--- src/rtl/q_edge_counter.sv ---
`default_nettype none
// ============================================================================
//  Module      : q_edge_counter
//  Description : Glitch filter and edge counter for a synchronous flop output.
//                q is accepted as changed only after FILT consecutive samples
//                that differ from the filtered value. Accepted edges produce
//                rise/fall pulses, a wrapping rising-edge count with sticky
//                overflow, and a one-deep valid/ready edge record buffer with
//                a sticky drop flag.
//  Ports       : clk, rst                - clock, sync active-high reset
//                q                       - monitored signal
//                en                      - enable counting / event records
//                clr                     - clear count, ovf, drop
//                q_filt, rise, fall      - filtered value and edge pulses
//                count, ovf              - rising-edge count, sticky wrap
//                evt_valid/evt_ready/evt_edge - edge record handshake
//                drop                    - sticky lost-record flag
//  Revision    : 1.0  initial release
// ============================================================================
module q_edge_counter #(
    parameter int CNT_W = 8,
    parameter int FILT  = 2
) (
    input  logic             clk,
    input  logic             rst,
    input  logic             q,
    input  logic             en,
    input  logic             clr,
    output logic             q_filt,
    output logic             rise,
    output logic             fall,
    output logic [CNT_W-1:0] count,
    output logic             ovf,
    output logic             evt_valid,
    input  logic             evt_ready,
    output logic             evt_edge,
    output logic             drop
);

    localparam logic [3:0] c_FILT = 4'(FILT);

    typedef enum logic [0:0] {
        ST_STABLE   = 1'b0,
        ST_CHANGING = 1'b1
    } state_t;

    state_t           r_state;
    state_t           w_state_nxt;
    logic [3:0]       r_fcnt;
    logic [3:0]       w_fcnt_nxt;
    logic [3:0]       w_cnt_inc;
    logic             w_toggle;
    logic             w_rise_now;
    logic             w_evt_new;

    logic             r_q_filt;
    logic             r_rise;
    logic             r_fall;
    logic [CNT_W-1:0] r_count;
    logic             r_ovf;
    logic             r_evt_valid;
    logic             r_evt_edge;
    logic             r_drop;

    // ------------------------------------------------------------------
    // Filter next-state: the sample on this edge counts toward FILT, so
    // with FILT=1 the first differing sample is accepted immediately.
    // ------------------------------------------------------------------
    always_comb begin
        w_state_nxt = ST_STABLE;
        w_fcnt_nxt  = 4'd0;
        w_toggle    = 1'b0;
        w_cnt_inc   = (r_state == ST_STABLE) ? 4'd1 : (r_fcnt + 4'd1);
        if (q != r_q_filt) begin
            if (w_cnt_inc == c_FILT) begin
                w_toggle = 1'b1;
            end else begin
                w_state_nxt = ST_CHANGING;
                w_fcnt_nxt  = w_cnt_inc;
            end
        end
    end

    assign w_rise_now = w_toggle & ~r_q_filt;
    assign w_evt_new  = w_toggle & en;

    always_ff @(posedge clk) begin
        if (rst) begin
            r_state <= ST_STABLE;
            r_fcnt  <= 4'd0;
        end else begin
            r_state <= w_state_nxt;
            r_fcnt  <= w_fcnt_nxt;
        end
    end

    // Filtered value and edge pulses
    always_ff @(posedge clk) begin
        if (rst) begin
            r_q_filt <= 1'b0;
            r_rise   <= 1'b0;
            r_fall   <= 1'b0;
        end else begin
            r_q_filt <= r_q_filt ^ w_toggle;
            r_rise   <= w_rise_now;
            r_fall   <= w_toggle & r_q_filt;
        end
    end

    // Rising-edge counter; clr wins over a coincident increment/wrap
    always_ff @(posedge clk) begin
        if (rst || clr) begin
            r_count <= '0;
            r_ovf   <= 1'b0;
        end else if (en && w_rise_now) begin
            r_count <= r_count + 1'b1;
            if (&r_count) begin
                r_ovf <= 1'b1;
            end
        end
    end

    // One-deep record buffer. A new record may load into a slot that is
    // draining this cycle; otherwise a full slot keeps its record stable.
    always_ff @(posedge clk) begin
        if (rst) begin
            r_evt_valid <= 1'b0;
            r_evt_edge  <= 1'b0;
        end else if (w_evt_new && (!r_evt_valid || evt_ready)) begin
            r_evt_valid <= 1'b1;
            r_evt_edge  <= ~r_q_filt;
        end else if (r_evt_valid && evt_ready) begin
            r_evt_valid <= 1'b0;
        end
    end

    always_ff @(posedge clk) begin
        if (rst || clr) begin
            r_drop <= 1'b0;
        end else if (w_evt_new && r_evt_valid && !evt_ready) begin
            r_drop <= 1'b1;
        end
    end

    assign q_filt    = r_q_filt;
    assign rise      = r_rise;
    assign fall      = r_fall;
    assign count     = r_count;
    assign ovf       = r_ovf;
    assign evt_valid = r_evt_valid;
    assign evt_edge  = r_evt_edge;
    assign drop      = r_drop;

endmodule
`default_nettype wire

--- config.mk ---
export PLATFORM = sky130hd
export DESIGN_NAME = q_edge_counter
export DESIGN_NICKNAME = d
export VERILOG_FILES = /design/src/rtl/q_edge_counter.sv
export SDC_FILE = /design/constraint.sdc
export NUM_CORES = 1
export LEC_CHECK = 0
export BUFFER_PORTS_ARGS = -buffer_cell sky130_fd_sc_hd__buf_2
export CAP_MARGIN = 5
export CORE_MARGIN = 4
export CORE_UTILIZATION = 55
export DETAILED_ROUTE_END_ITERATION = 12
export PLACE_DENSITY_LB_ADDON = 0.08
export SLEW_MARGIN = 20
export SYNTH_ARGS = -nofsm -noshare
export SYNTH_HDL_FRONTEND = slang
export SYNTH_SLANG_ARGS = --single-unit
--- constraint.sdc ---
create_clock -name clk -period 3.8 [get_ports clk]
set_input_delay 0 -clock clk [delete_from_list [all_inputs] [get_ports clk]]
set_output_delay 0 -clock clk [all_outputs]
set_load 0.01 [all_outputs]
==> results summary, run 1 <==
The flow ran to the end, and the final reports show no timing, DRC or antenna violations. Post-CTS timing repair inserted 0 buffers for setup. Counting distinct cell types in the post-synthesis netlist gives 32. The relative contribution of sequential cells to total power came out at 0.636. For this run the aggregate overflow at the end of global routing stands at 0. Setup repair after global routing left no endpoint under its margin. The signed area change from the synthesized netlist to the final layout is 13.6%. The capturing element type of the critical path is a flop. The remaining max-slew budget at the tightest pin is 0.577. The number of pins with negative max-slew slack in the final report is 0. The clock tree skew after final layout came out at 1.60 ps. In this run the most used layer during global routing was met2. Adding up every negative setup slack in the final design gives 0 ps. Grouping stages by cell kind, the critical path spends the most delay in simple AND/OR/NAND/NOR gates. The total area inside the core boundary comes to 0.00158 mm2. The number of H-tree levels is 1.

The signal on the critical path passes through ha_1, xnor2_2, nand4_1, or4_1, a21oi_1. The pin count of the biggest net entering global routing is 15. The net total in the final layout is 130.

TritonCTS built the clock tree. The source-to-sink clock delay at the later pin of the worst-skew pair came out at 300 ps. The count of nets left with antenna violations once routing finished came out at 0. The leakage power came out at 0.411 nW.

The initial detailed-routing violation count is 18. The mapped netlist covers 956 um2. In the finished design, the share of the clock period the worst path needs comes to 0.564. Leaving out fill and tap cells, the most frequent cells in the layout are sky130_fd_sc_hd__dfxtp_1, sky130_fd_sc_hd__buf_2, sky130_fd_sc_hd__nand4_1. The overall die area is 0.00247 mm2. The wire length after detailed routing came out at 1.94 mm. The TritonCTS buffer count came out at 3.

The minimum setup slack in the final design is 1660 ps. The horizontal extent of the die is 49.7 um. The root buffer cell chosen for the clock tree is sky130_fd_sc_hd__clkbuf_4.

The finished layout holds 136 standard cells, fillers aside. The path class of the tightest hold or removal check is primary input to flop. The number of setup violations in the final report came out at 0.

The routed wire length per instance came out at 14.3 um. The setup path with the least slack is of type flop to flop. At the worst endpoint, the arrival time is 2380 ps. The logic gate share of total power is 0.066. The met2 capacity usage during global routing is 0.273.

The shortest period the worst path allows came out at 2140 ps. The max-cap check violation count came out at 0. The worst voltage drop across the vdd grid came out at 172 uV. The number of buffer and inverter stages on the critical path is 0. The slowest stage of the critical path belongs to the cell sky130_fd_sc_hd__or4_1. The count of buffers inserted at the top-level ports came out at 20. The average cell area after synthesis came out at 9.66 um2. The setup check on the worst reg-to-reg path leaves a slack of 1660 ps. The transition time at the pin with the least slew margin is 631 ps.

The first global-routing pass estimated 3.41 mm of wire. The worst setup path is launched from a flop. The clock-pin transition on the worst setup and hold timing paths is 110 ps. The detailed-router iteration count before antenna repair came out at 4.

The end-of-flow core utilization is 0.689. The count of state elements after synthesis came out at 20. During synthesis, Yosys emitted a total of 0 warnings.

At the placement stage, the worst setup path has a slack of 1690 ps. The total power after layout is 0.338 mW. The y dimension of the die came out at 49.7 um. The design internal power came out at 0.259 mW. The number of nets in the synthesized netlist is 107. The switching part of the total power is 0.234. The clock network fraction of design power is 0.298. Summing all placed instances gives a cell area of 0.00105 mm2. The cell count after placement is 132. The I/O pin total came out at 21.

In the final layout, the share of cells above drive strength 1 is 0.258. Summed over all nets, the switching power comes to 0.0791 mW. After legalization and detailed placement, the total HPWL measured 1.44 mm.

The number of antenna violations at the first check in global routing came to 0. After detailed routing, the number of vias per cell comes to 6.12. Counting every sink on the clock net gives 20. The starting utilization of the core area is 0.606. The final number of hold-violating endpoints came out at 0.

Synthesis produced a netlist whose cell count is 99. On the final layout, the worst hold slack is 26.2 ps. The number of antenna diodes in the final layout is 0.

The post-route cell area came out at 0.00109 mm2. The largest buffer count on any clock path came out at 2. The routability congestion estimate from global placement is 0.814. The number of global-route vias before repair came out at 758. The DRC violation count after routing came out at 0.

The total global routing track utilization came out at 0.173. The highest attainable clock frequency is 0.467 GHz. The highest net fanout along the worst path is 12. In this run the power density over the cells is 311 mW/mm2.

The required time of the critical path came out at 4040 ps. The total number of vias came out at 832. The met3 track utilization from global routing came out at 0.0361.

Of the synthesized area, sequential elements account for 0.419. For this run, global-route usage on met1 was measured as 0.238. The floorplan has 14 rows.

The critical path's largest stage delay is 630 ps.
-- power by group through the flow --
stage                     Sequential [mW]  Clock (mW)  Combinational [mW]
after global placement              0.220           0              0.0216
final                               0.215       0.101              0.0224
after detailed placement            0.220           0              0.0214
after floorplan                     0.220           0              0.0127
after global routing                0.216       0.115              0.0252
after CTS                           0.215       0.102              0.0223
-- kinds of logic (layout without fill, tap and decap cells) --
kind of cell / after synthesis / count (layout) / share of synthesized area
adder cells (fa/ha/maj): 2 / 2 / 0.0262
buffers and inverters: 4 / 25 / 0.0275
flip-flops: 20 / 20 / 0.419
AO/OA/AOI/OAI: 17 / 17 / 0.110
multiplexers: 4 / 4 / 0.0419
XOR/XNOR: 4 / 4 / 0.0524
AND/OR/NAND/NOR: 48 / 48 / 0.323
-- per-layer routing --
| layer | up-vias | share of wire |
|---|---|---|
| met3 | 3 | 0.050 |
| met1 | 381 | 0.49 |
| li1 | 424 | - |
| met2 | 24 | 0.45 |
| met4 | 0 | 0.0077 |
| met5 | - | 0 |
-- Yosys cell counts --
master                     count  area (um2)
sky130_fd_sc_hd__nand3b_1      1        7.51
sky130_fd_sc_hd__nand2_1       8        30.0
sky130_fd_sc_hd__nor2_1        5        18.8
sky130_fd_sc_hd__nand3_2       1        10.0
sky130_fd_sc_hd__o21a_1        1        7.51
sky130_fd_sc_hd__nor4_2        3        37.5
sky130_fd_sc_hd__inv_1         1        3.75
sky130_fd_sc_hd__o21ai_0       3        15.0
sky130_fd_sc_hd__a31oi_1       1        6.26
sky130_fd_sc_hd__or4b_1        1        10.0
sky130_fd_sc_hd__nor4_1        2        12.5
sky130_fd_sc_hd__nand4_1       9        56.3
sky130_fd_sc_hd__nand3_1       3        15.0
sky130_fd_sc_hd__xnor2_2       2        32.5
sky130_fd_sc_hd__xor2_1        2        17.5
sky130_fd_sc_hd__buf_4         1        7.51
sky130_fd_sc_hd__nand2b_1      2        12.5
sky130_fd_sc_hd__and4_1        2        17.5
sky130_fd_sc_hd__o311ai_0      1        8.76
sky130_fd_sc_hd__dfxtp_1      20         400
sky130_fd_sc_hd__clkbuf_1      1        3.75
sky130_fd_sc_hd__o31ai_1       5        37.5
sky130_fd_sc_hd__buf_6         1        11.3
sky130_fd_sc_hd__mux2i_1       4        40.0
sky130_fd_sc_hd__nor4b_1       1        8.76
sky130_fd_sc_hd__nor3b_1       1        7.51
sky130_fd_sc_hd__ha_1          2        25.0
sky130_fd_sc_hd__and3b_4       1        12.5
sky130_fd_sc_hd__or3_1         5        31.3
sky130_fd_sc_hd__a21oi_1       6        30.0
sky130_fd_sc_hd__or4_1         2        15.0
sky130_fd_sc_hd__or2_2         1        6.26
-- registers in the layout, summed over array words and instances, names as in the netlist, named ones only --
signal and cells:
ovf 1, rise 1, count 8, r_fcnt 4, evt_valid 1, evt_edge 1
fall 1, r_state 1, drop 1
-- layout make-up --
cell class / count / area [um2]
flip-flops and latches: 20 / 400
multi-input cells: 75 / 529
clock buffers: 3 / 22.5
well taps: 16 / 20.0
repair buffers: 21 / 110
fillers: 131 / 490
inverters: 1 / 3.75
-- path summary, 6_finish.rpt --
kind,start,endpoint,cells past startpoint
worst max register to register,r_fcnt[0],count[4],5
worst max-delay path,r_fcnt[0],count[4],5
worst min-delay path,rst,evt_edge,2
worst min register to register,drop,drop,2
-- worst register-to-register path, stage by stage, from the launching register on --
cell and delay [ps]:
sky130_fd_sc_hd__dfxtp_1 370, sky130_fd_sc_hd__ha_1 250, sky130_fd_sc_hd__xnor2_2 230, sky130_fd_sc_hd__nand4_1 460, sky130_fd_sc_hd__or4_1 630, sky130_fd_sc_hd__a21oi_1 140
-- timing repair --
action | 4_1_cts | 5_1_grt
hold buffers | 1 | 0
gates resized for setup | 0 | 0
hold endpoints to repair | 1 | 0
No activity file was read; power rests on OpenSTA's default activity.
==> run 2, diff against run 1 <==
--- a/config.mk
+++ b/config.mk
@@ -8,7 +8,7 @@
 export BUFFER_PORTS_ARGS = -buffer_cell sky130_fd_sc_hd__buf_2
 export CAP_MARGIN = 5
 export CORE_MARGIN = 4
-export CORE_UTILIZATION = 55
+export CORE_UTILIZATION = 51
 export DETAILED_ROUTE_END_ITERATION = 12
 export PLACE_DENSITY_LB_ADDON = 0.08
 export SLEW_MARGIN = 20
==> constraint.sdc (replaced) <==
create_clock -name clk -period 2.24 [get_ports clk]
set_input_delay 0 -clock clk [delete_from_list [all_inputs] [get_ports clk]]
set_output_delay 0 -clock clk [all_outputs]
set_load 0.01 [all_outputs]
==> run 2 against run 1 <==
  * Sequential share of layout area down 1.6 points
  * Global-route usage up 0.47 points
  * Cell count up 8.1%
  * Clock power rose to 2.9 times the previous value
  * First-iteration DRC count up 61%
  * Flip-flop and latch count unchanged
  * Register-to-register slack worse by 1300 ps
  * Worst hold slack worse by 7.6 ps
  * Sequential power up 69%
  * Worst setup slack worse by 1300 ps
  * Fmax up 16%
  * Critical path depth up 1
  * Critical endpoint is now count[5]
  * Highest routed layer unchanged
==> results summary, run 2 (synthesis gave the netlist of run 1 again) <==
The flow ran to the end, and the final reports show no timing, DRC or antenna violations. The detailed-router iteration count before antenna repair is 4. The library cells used most frequently in the layout, excluding fill and tap cells, are sky130_fd_sc_hd__dfxtp_1, sky130_fd_sc_hd__buf_2, sky130_fd_sc_hd__nand4_1. TritonCTS built the clock tree. The worst setup path is captured at a flop. The min-delay analysis places its worst path in the category primary input to flop. The cell sitting at the root of the clock tree is a sky130_fd_sc_hd__clkbuf_4.

The I/O pin total is 21. The net total in the final layout is 131. The initial detailed-routing violation count is 29. For the worst setup path, the data arrival time is 2090 ps. The number of pins with negative max-slew slack in the final report is 0. The critical path depth in cells came out at 6. Buffers placed on the I/O ports in this run total 20. Setup violations remaining at the end of the flow were counted as 0.

The gate family responsible for the most delay along the worst path is simple AND/OR/NAND/NOR gates. The number of flip-flops under the largest register name came out at 8. For the worst setup path, the data required time is 2480 ps.

In this run the worst path has a maximum fanout of 8. The overall die area came out at 0.00263 mm2. The clock net sink count is 20. The startpoint identified for the worst register-to-register timing path is r_fcnt[0].

On the worst path, the slowest cell contributes a delay of 370 ps. The final antenna diode count came out at 0. The pin count of the biggest net entering global routing is 15. The slowest stage of the critical path belongs to the cell sky130_fd_sc_hd__dfxtp_1. The DRC violation count after routing came out at 0. The leakage power came out at 0.429 nW. Routability-driven placement finished with a final weighted congestion of 0.813. The power density relative to cell area came out at 614 mW/mm2.

The worst hold path passes through 3 cells. The number of buffer and inverter stages on the critical path came out at 1. Once placement finished, the instance area stood at 0.00107 mm2. The largest buffer count on any clock path is 2. The sink of the worst hold path is count[2]. The critical path is of the flop to flop type. The worst voltage drop across the vdd grid is 365 uV.

The TritonCTS buffer count came out at 3. STA classifies the critical path startpoint as a flop. Setup repair after global routing left no endpoint under its margin. The routed wire length per instance is 14.5 um.

The share of final-layout standard cells stronger than drive strength 1 is 0.270. The cell depth of the worst flop-to-flop path came out at 6. Across the run, the number of max-cap violations was 0. The number of filler instances in the final layout is 148. The region available for standard cell placement spans 0.00175 mm2. The global routing's busiest layer is met2.

The sum of negative setup slack is 0 ps. The die is 51.3 um tall. The post-cts repair resize count came out at 0.

The highest attainable clock frequency came out at 0.539 GHz. The first global-routing pass estimated 3.62 mm of wire. The post-route cell area is 0.00113 mm2. The number of placement rows came out at 15. The horizontal extent of the die is 51.3 um. The number of nets with antenna violations after detailed routing came out at 0. The initial utilization of the core area, before any placement, comes to 0.548. In the routed layout, each cell is associated on average with a via count of 5.86.

After clock tree synthesis, the clock-pin slew on the worst setup and hold paths is 120 ps. At the pin with the least slew margin, the transition time is 594 ps. The number of global-route vias before repair was 793.

For this run, the share of the core covered by cells in the final layout is 0.650. The shortest period the worst path allows came out at 1850 ps. The met2 capacity usage during global routing is 0.296. The final standard cell count with taps included and fillers excluded is 147. For this run, the total global-route usage over all layers was measured as 0.177.

The met1 layer usage reported by global route came out at 0.230. The cell count after placement came out at 142. The worst hold path startpoint is clr. The final number of hold-violating endpoints is 0. Headroom to the max-slew limit came out at 0.602. The remaining global-route overflow is 0.

The signed area change from the synthesized netlist to the final layout is 18.7%. The reg-to-reg setup timing slack came out at 390 ps. In the finished design, the share of the clock period the worst path needs comes to 0.828. The total number of vias is 862. The clock tree skew after final layout is 6.48 ps. The wire length after detailed routing is 2.14 mm.

The source-to-sink clock delay at the later pin of the worst-skew pair is 300 ps. The worst register-to-register path ends at count[5]. The critical path goes through ha_1, xnor2_2, nand4_1, buf_4, nor4_2, mux2i_1. The met3 track utilization from global routing is 0.0350.

The number of antenna violations at the first check in global routing is 0. The number of H-tree levels is 1. The estimated wirelength of the detail-placed design is 1.61 mm.
==> run 2: final cells by class <==
class                           instances  area, um2  area share
Multi-Input combinational cell         75        529       0.466
Sequential cell                        20        400       0.353
Timing Repair Buffer                   22        118       0.104
Tap cell                               25       31.3      0.0276
Clock inverter                          1       30.0      0.0265
Clock buffer                            3       22.5      0.0198
Inverter                                1       3.75     0.00331
==> run 2: per-layer routing <==
metal  wire [um]  vias up
met1         957      398
li1            -      426
met4           9        0
met3         156        2
met5           0        -
met2        1010       36
==> run 2: worst max-delay path by stage <==
stage                          from        to  slack [ps]
after floorplan           r_fcnt[0]  count[3]         640
after global placement    r_fcnt[0]  count[7]         500
after detailed placement  r_fcnt[0]  count[5]         390
after CTS                 r_fcnt[0]  count[7]         380
after global routing      r_fcnt[0]  count[6]         200
final                     r_fcnt[0]  count[5]         390
==> run 2: what timing repair did <==
action,in CTS,in global routing
setup buffers,0,0
hold endpoints to repair,1,0
endpoints found under the setup margin,0,0
hold buffers,1,0
==> run 2: per-stage QoR <==
stage | hold WS (ps) | worst slack (ps) | power [mW]
finish | 18.6 | 386 | 0.697
global route | 26.1 | 197 | 0.725
CTS | 14.2 | 381 | 0.704
detailed placement | 276 | 393 | 0.410
global placement | 282 | 499 | 0.409
floorplan | 78.5 | 637 | 0.395
==> run 2: tightest hold or removal path, delay by kind of cell <==
family / cells / cell delay [ps]
buffers and inverters: 1 / 130
multiplexers: 1 / 50
AND/OR/NAND/NOR: 1 / 110
==> run 2: where the power goes <==
part	internal, mW	switching (mW)	leakage, nW
Combinational	0.0165	0.0232	0.240
Clock	0.181	0.112	0.0279
Sequential	0.360	0.00425	0.162
